File: config.mk
export PLATFORM = sky130hd
export DESIGN_NAME = voice_scheduler
export DESIGN_NICKNAME = d
export VERILOG_FILES = /design/src/rtl/voice_scheduler.sv
export SDC_FILE = /design/constraint.sdc
export NUM_CORES = 1
export LEC_CHECK = 0
export ABC_AREA = 1
export CORE_ASPECT_RATIO = 1.2
export CORE_MARGIN = 4
export CORE_UTILIZATION = 30
export CTS_CLUSTER_SIZE = 14
export DETAILED_ROUTE_END_ITERATION = 8
export GPL_TIMING_DRIVEN = 0
export PLACE_DENSITY = 0.43
export RECOVER_POWER = 25
export SKIP_CTS_REPAIR_TIMING = 1
export SLEW_MARGIN = 20
export SYNTH_ARGS = -nofsm -noshare
export SYNTH_HDL_FRONTEND = slang
export SYNTH_SLANG_ARGS = --single-unit
export TNS_END_PERCENT = 1
File: constraint.sdc
create_clock -name CLK -period 15.95 [get_ports CLK]
set_input_delay 1.595 -clock CLK [delete_from_list [all_inputs] [get_ports CLK]]
set_output_delay 1.595 -clock CLK [all_outputs]
set_load 0.1 [all_outputs]
File: src/rtl/voice_scheduler.sv
// voice_scheduler: shares one wavetable ROM across NUM_VOICES oscillator voices.
// Each frame visits every voice (address, phase step, sample accumulate), then
// pushes one gain-scaled, saturated 16-bit word to the I2S FIFO.

// Per-voice state: config registers plus phase accumulator.
module voice_slot #(
  parameter int PHASE_W = 24
) (
  input  logic               CLK,
  input  logic               RESET,
  input  logic               we,
  input  logic [PHASE_W-1:0] cfg_inc,
  input  logic               cfg_en,
  input  logic               cfg_wave,
  input  logic               adv,
  output logic               en,
  output logic [12:0]        addr
);
  logic [PHASE_W-1:0] inc;
  logic [PHASE_W-1:0] phase;
  logic               wave;

  // config registers, writable at any time
  always_ff @(posedge CLK or posedge RESET) begin
    if (RESET) begin
      inc  <= '0;
      en   <= 1'b0;
      wave <= 1'b0;
    end else if (we) begin
      inc  <= cfg_inc;
      en   <= cfg_en;
      wave <= cfg_wave;
    end
  end

  // gate edges restart the phase; otherwise step with the settings in force before any same-edge write
  always_ff @(posedge CLK or posedge RESET) begin
    if (RESET)                      phase <= '0;
    else if (we && (cfg_en != en))  phase <= '0;
    else if (adv)                   phase <= en ? phase + inc : '0;
  end

  assign addr = {wave, phase[PHASE_W-1 -: 12]};
endmodule

module voice_scheduler #(
  parameter int NUM_VOICES = 8,
  parameter int PHASE_W    = 24,
  parameter int ROM_LAT    = 1,
  parameter int GAIN_SHIFT = 3
) (
  input  logic                          CLK,
  input  logic                          RESET,
  input  logic                          CFG_WE,
  input  logic [$clog2(NUM_VOICES)-1:0] CFG_VOICE,
  input  logic [PHASE_W-1:0]            CFG_INC,
  input  logic                          CFG_EN,
  input  logic                          CFG_WAVE,
  input  logic                          FIFO_FULL,
  input  logic [15:0]                   ROM_SAMPLE,
  output logic [12:0]                   ROM_ADDR,
  output logic                          FIFO_WRITE,
  output logic [15:0]                   AUDIO_OUT,
  output logic                          BUSY
);
  localparam int VW        = $clog2(NUM_VOICES);
  localparam int MIX_W     = 16 + VW;
  localparam int WCW       = (ROM_LAT > 2) ? $clog2(ROM_LAT) : 1;
  localparam int WAIT_LAST = (ROM_LAT > 1) ? ROM_LAT - 2 : 0;
  localparam logic signed [MIX_W-1:0] SMAX = {{(VW+1){1'b0}}, {15{1'b1}}};
  localparam logic signed [MIX_W-1:0] SMIN = {{(VW+1){1'b1}}, {15{1'b0}}};

  typedef enum logic [2:0] {S_IDLE, S_ISSUE, S_WAIT, S_ACCUM, S_OUTPUT} state_t;

  state_t                          state, nstate;
  logic [VW-1:0]                   v, v_nxt;
  logic [WCW-1:0]                  wcnt;
  logic signed [MIX_W-1:0]         mix, mix_sh;
  logic [15:0]                     sat16;
  logic                            issue, accum, push, last, ld_first, ld_next;
  logic [NUM_VOICES-1:0]           v_en, v_we, v_adv;
  logic [NUM_VOICES-1:0][12:0]     v_addr;

  genvar i;
  generate
    for (i = 0; i < NUM_VOICES; i++) begin : g_voice
      assign v_we[i]  = CFG_WE && (CFG_VOICE == VW'(i));
      assign v_adv[i] = issue && (v == VW'(i));
      voice_slot #(.PHASE_W(PHASE_W)) u_slot (
        .CLK      (CLK),
        .RESET    (RESET),
        .we       (v_we[i]),
        .cfg_inc  (CFG_INC),
        .cfg_en   (CFG_EN),
        .cfg_wave (CFG_WAVE),
        .adv      (v_adv[i]),
        .en       (v_en[i]),
        .addr     (v_addr[i])
      );
    end
  endgenerate

  assign v_nxt  = v + VW'(1);
  assign last   = (v == VW'(NUM_VOICES - 1));
  assign mix_sh = mix >>> GAIN_SHIFT;
  assign sat16  = (mix_sh > SMAX) ? 16'h7FFF :
                  (mix_sh < SMIN) ? 16'h8000 : mix_sh[15:0];

  // state register
  always_ff @(posedge CLK or posedge RESET) begin
    if (RESET) state <= S_IDLE;
    else       state <= nstate;
  end

  // next-state logic; FIFO_FULL only holds the frame at its two ends
  always_comb begin
    nstate = state;
    case (state)
      S_IDLE:   if (!FIFO_FULL) nstate = S_ISSUE;
      S_ISSUE:  nstate = (ROM_LAT > 1) ? S_WAIT : S_ACCUM;
      S_WAIT:   if (wcnt == WCW'(WAIT_LAST)) nstate = S_ACCUM;
      S_ACCUM:  nstate = last ? S_OUTPUT : S_ISSUE;
      S_OUTPUT: if (!FIFO_FULL) nstate = S_IDLE;
      default:  nstate = S_IDLE;
    endcase
  end

  // state-decoded controls
  always_comb begin
    BUSY     = (state != S_IDLE);
    issue    = (state == S_ISSUE);
    accum    = (state == S_ACCUM);
    push     = (state == S_OUTPUT) && !FIFO_FULL;
    ld_first = (state == S_IDLE) && !FIFO_FULL;
    ld_next  = accum && !last;
  end

  // voice index, ROM wait counter and mix accumulator
  always_ff @(posedge CLK or posedge RESET) begin
    if (RESET) begin
      v    <= '0;
      wcnt <= '0;
      mix  <= '0;
    end else begin
      case (state)
        S_IDLE: begin
          v   <= '0;
          mix <= '0;
        end
        S_ISSUE: wcnt <= '0;
        S_WAIT:  wcnt <= wcnt + WCW'(1);
        S_ACCUM: begin
          if (v_en[v]) mix <= mix + $signed({{VW{ROM_SAMPLE[15]}}, ROM_SAMPLE});
          if (!last)   v   <= v_nxt;
        end
        default: ;
      endcase
    end
  end

  // ROM address is loaded one cycle ahead of each ISSUE and held otherwise
  always_ff @(posedge CLK or posedge RESET) begin
    if (RESET)         ROM_ADDR <= '0;
    else if (ld_first) ROM_ADDR <= v_addr[0];
    else if (ld_next)  ROM_ADDR <= v_addr[v_nxt];
  end

  // FIFO push strobe and held output word
  always_ff @(posedge CLK or posedge RESET) begin
    if (RESET) begin
      FIFO_WRITE <= 1'b0;
      AUDIO_OUT  <= '0;
    end else begin
      FIFO_WRITE <= push;
      if (push) AUDIO_OUT <= sat16;
    end
  end
endmodule
==> impl_metrics.csv <==
group,metric,value,unit
cells_and_area,final_net_count,5371,
synth,synth-warning-count,0,
clock_network,clock_path_buffers,3,
power,pwr-share-clk,27.0,%
drt,num_vias,31038,
floorplanning,die_x,307,µm
sta,fin_skew,30.3,ps
floorplanning,die-area,113000,µm²
sta,layout_setup_ws,9050,ps
sta,relSlewSlack,-237,%
outcome,violations,"capacitance limit, slew limit",
grt,grt_max_degree,99,
floorplanning,initial_utilization,30.3,%
place,dp_hpwl,93900,µm
place,placed_cell_area,34900,µm²
drt,drc,0,
sta,tightestPinTransition,5060,ps
power,swShare,43.2,%
drt,dr.pass1.iters,8,
cells_and_area,nFillCells,11853,
critical_path,crit_arrival,7610,ps
floorplanning,rows,131,
cells_and_area,layout-drive-gt1-share,2.89,%
power,peakVddDrop,110,µV
synth,ys_seq_area_share,35.4,%
clock_network,cts_sinks,456,
place,dpl_worst_slack,11400,ps
job,drv_cap,1,
grt,overflow,0,
critical_path,criticalPathCategory,"in -> async",
clock_network,cts_tree,"built",
drt,final_antenna_net_count,0,
critical_path,crit_fanout,98,
synth,yosys_most_used_dff,"dfrtp_1",
power,p_comb_share,41.7,%
power,power.switching,2320,µW
outcome,outcome,"finished with violations",
synth,postSynth.asyncResetShare,100,%
synth,syn-cell-area,32300,µm²
place,numPortBuffers,78,
power,power_frac_seq,31.3,%
sta,final-setup-viol-count,0,
sta,period_share,43.3,%
clock_network,root_buffer,"clkbuf_16",
clock_network,numCtsBuffers,55,
place,gp_congestion,0.912,
power,p_leak,0.0203,µW
sta,slew_viol_final,87,
critical_path,worstPathCellList,"dlygate4sd3_1 -> inv_8 -> clkbuf_1 -> buf_16 -> buf_16 -> buf_16 -> buf_16",
power,power_density,145,nW/µm²
drt,via_per_inst,4.74,
drt,avgRoutedWirePerCell,18.6,µm
clock_network,htreeDepth,2,
grt,grt_pass1_vias,30389,
floorplanning,core,107000,µm²
floorplanning,die_y,367,µm
cells_and_area,final_util,34.7,%
floorplanning,pin_count,80,
drt,wirelength,122000,µm
cells_and_area,stdcell_count,6547,
synth,ys_seq_elements,456,
drt,drt_iter0_drc,1879,
critical_path,path_common_cell,"buf_16",
synth,synth.distinct_cells,35,
synth,synth.avg_cell_area,6.50,µm²
synth,syn_inst,4965,
critical_path,crit_path_end_kind,"asynchronous set/reset pin",
critical_path,required,16660,ps
critical_path,slowest_delay,3500,ps
clock_network,cts.clk_slew.worst_paths,60,ps
critical_path,worst_setup_path_start_kind,"primary input",
grt,antenna_found_initial,9,
sta,rsz0062_at_grt,"false",
clock_network,worstSkewPairLatency,640,ps
sta,fmax,0.145,GHz
cells_and_area,syn_to_final_growth,14.5,%
worst_hold_path,worstHoldPathType,"reg -> reg",
sta,layout_min_cycle_time,6900,ps
grt,grt_pass1_wl,185000,µm
synth,synth-edff-count,0,
sta,hold_violations,0,
critical_path,critPathSlowestCell,"clkbuf_1",
power,p_int,3040,µW
place,dp_cells,6444,
cells_and_area,stdcell_area,36900,µm²
grt,grt_use_total,21.3,%
synth,syn_nets,5231,
path summary, 6_finish.rpt:
kind | start | to | slack [ps] | cells past startpoint
worst max-delay path | RESET | g_voice[5].u_slot.phase[0] | 9050 | 7
worst min-delay path | AUDIO_OUT[2] | AUDIO_OUT[2] | 470 | 2
worst max register to register | state[2] | g_voice[1].u_slot.phase[20] | 12570 | 6
worst min register to register | AUDIO_OUT[2] | AUDIO_OUT[2] | 470 | 2
max in group CLK | state[1] | BUSY | 11290 | 6
min in group asynchronous | RESET | g_voice[2].u_slot.phase[5] | 3510 | 3
placed cells by master (no fill, tap or decap), drive strengths merged, types with 32 or more instances in the layout:
| cell type | Yosys | final |
|---|---|---|
| nand3b | 36 | 36 |
| clkdlybuf4s50 | 0 | 72 |
| nand3 | 293 | 293 |
| inv | 740 | 741 |
| clkbuf | 77 | 151 |
| nor3 | 32 | 32 |
| o21ai | 364 | 364 |
| a21oi | 171 | 171 |
| nand4 | 53 | 53 |
| nor2 | 364 | 364 |
| ha | 208 | 208 |
| dfrtp | 456 | 456 |
| nand2 | 2021 | 2021 |
state kept, by name (all words and copies together), names as in the netlist:
name,cells
wcnt,1
AUDIO_OUT,16
mix,19
state,3
v,3
g_voice.u_slot.wave,8
ROM_ADDR,13
g_voice.u_slot.en,8
g_voice.u_slot.phase,192
g_voice.u_slot.inc,192
FIFO_WRITE,1
synthesized netlist by cell type (2+ instances only):
library cell     n  area [µm²]
nand2_1       2021        7590
inv_1          734        2760
dfrtp_1        456       11400
nor2_1         363        1360
o21ai_0        347        1740
nand3_1        293        1470
ha_1           208        2600
a21oi_1        171         856
clkbuf_1        77         289
nand4_1         53         332
nand3b_1        36         270
o211ai_1        29         218
nor3_1          24         120
xor2_1          18         158
o21ai_1         17        85.1
xnor2_1         15         131
a22o_1          14         123
buf_2           13        65.1
or2_2           13        81.3
and2_1          10        62.6
o221ai_1        10        87.6
fa_1             9         180
nor3_4           7         114
inv_2            6        22.5
buf_4            4        30.0
o21bai_1         4        30.0
buf_1            2        7.51
clkinv_1         2        7.51
nor4_1           2        12.5
o22ai_1          2        12.5
cells by family after synthesis:
logic type	synth area share [%]
AND/OR/NAND/NOR	35.4
buffers and inverters	9.88
AO/OA/AOI/OAI	9.79
flip-flops	35.4
adder cells (fa/ha/maj)	8.63
XOR/XNOR	0.896
critical path: cells and delay by family:
family                 cells  cell delay [ps]
buffers and inverters      7             5750
power by group through the flow:
stage                     registers [µW]  logic [µW]  clock network [µW]
after detailed placement            1690        2240                   0
final                               1680        2240                1450
after global routing                1710        2540                1530
after global placement              1700        2230                   0
after floorplan                     1710        1530                   0
after CTS                           1680        2260                1490
metrics by stage:
stage / hold WS [ps] / setup TNS, ps / total power, µW
finish: 468 / 0 / 5360
global route: 493 / 0 / 5780
CTS: 473 / 0 / 5420
detailed placement: 457 / 0 / 3940
global placement: 453 / -2460190 / 3930
floorplan: 448 / 0 / 3230
area by class of cell:
cell class                      count  area, µm²  share of cell area [%]
Timing Repair Buffer               83        895                    2.42
Multi-Input combinational cell   3670      17600                    47.8
Buffer                             97        400                    1.08
Inverter                          742       2790                    7.56
Clock buffer                       71       1520                    4.11
Sequential cell                   456      11400                    30.9
Antenna cell                        2       5.00                  0.0135
Clock inverter                     30        527                    1.43
Tap cell                         1396       1750                    4.73
routing by layer:
| metal | vias to the layer above | wire length (µm) | global-route usage [%] |
|---|---|---|---|
| met3 | 117 | 4240 | 2.09 |
| li1 | 15905 | - | - |
| met4 | 0 | 2970 | 5.01 |
| met5 | - | 0 | 0 |
| met2 | 506 | 59900 | 38.4 |
| met1 | 14510 | 54500 | 27.5 |
Note: power is estimated with default switching activity, not from simulation.
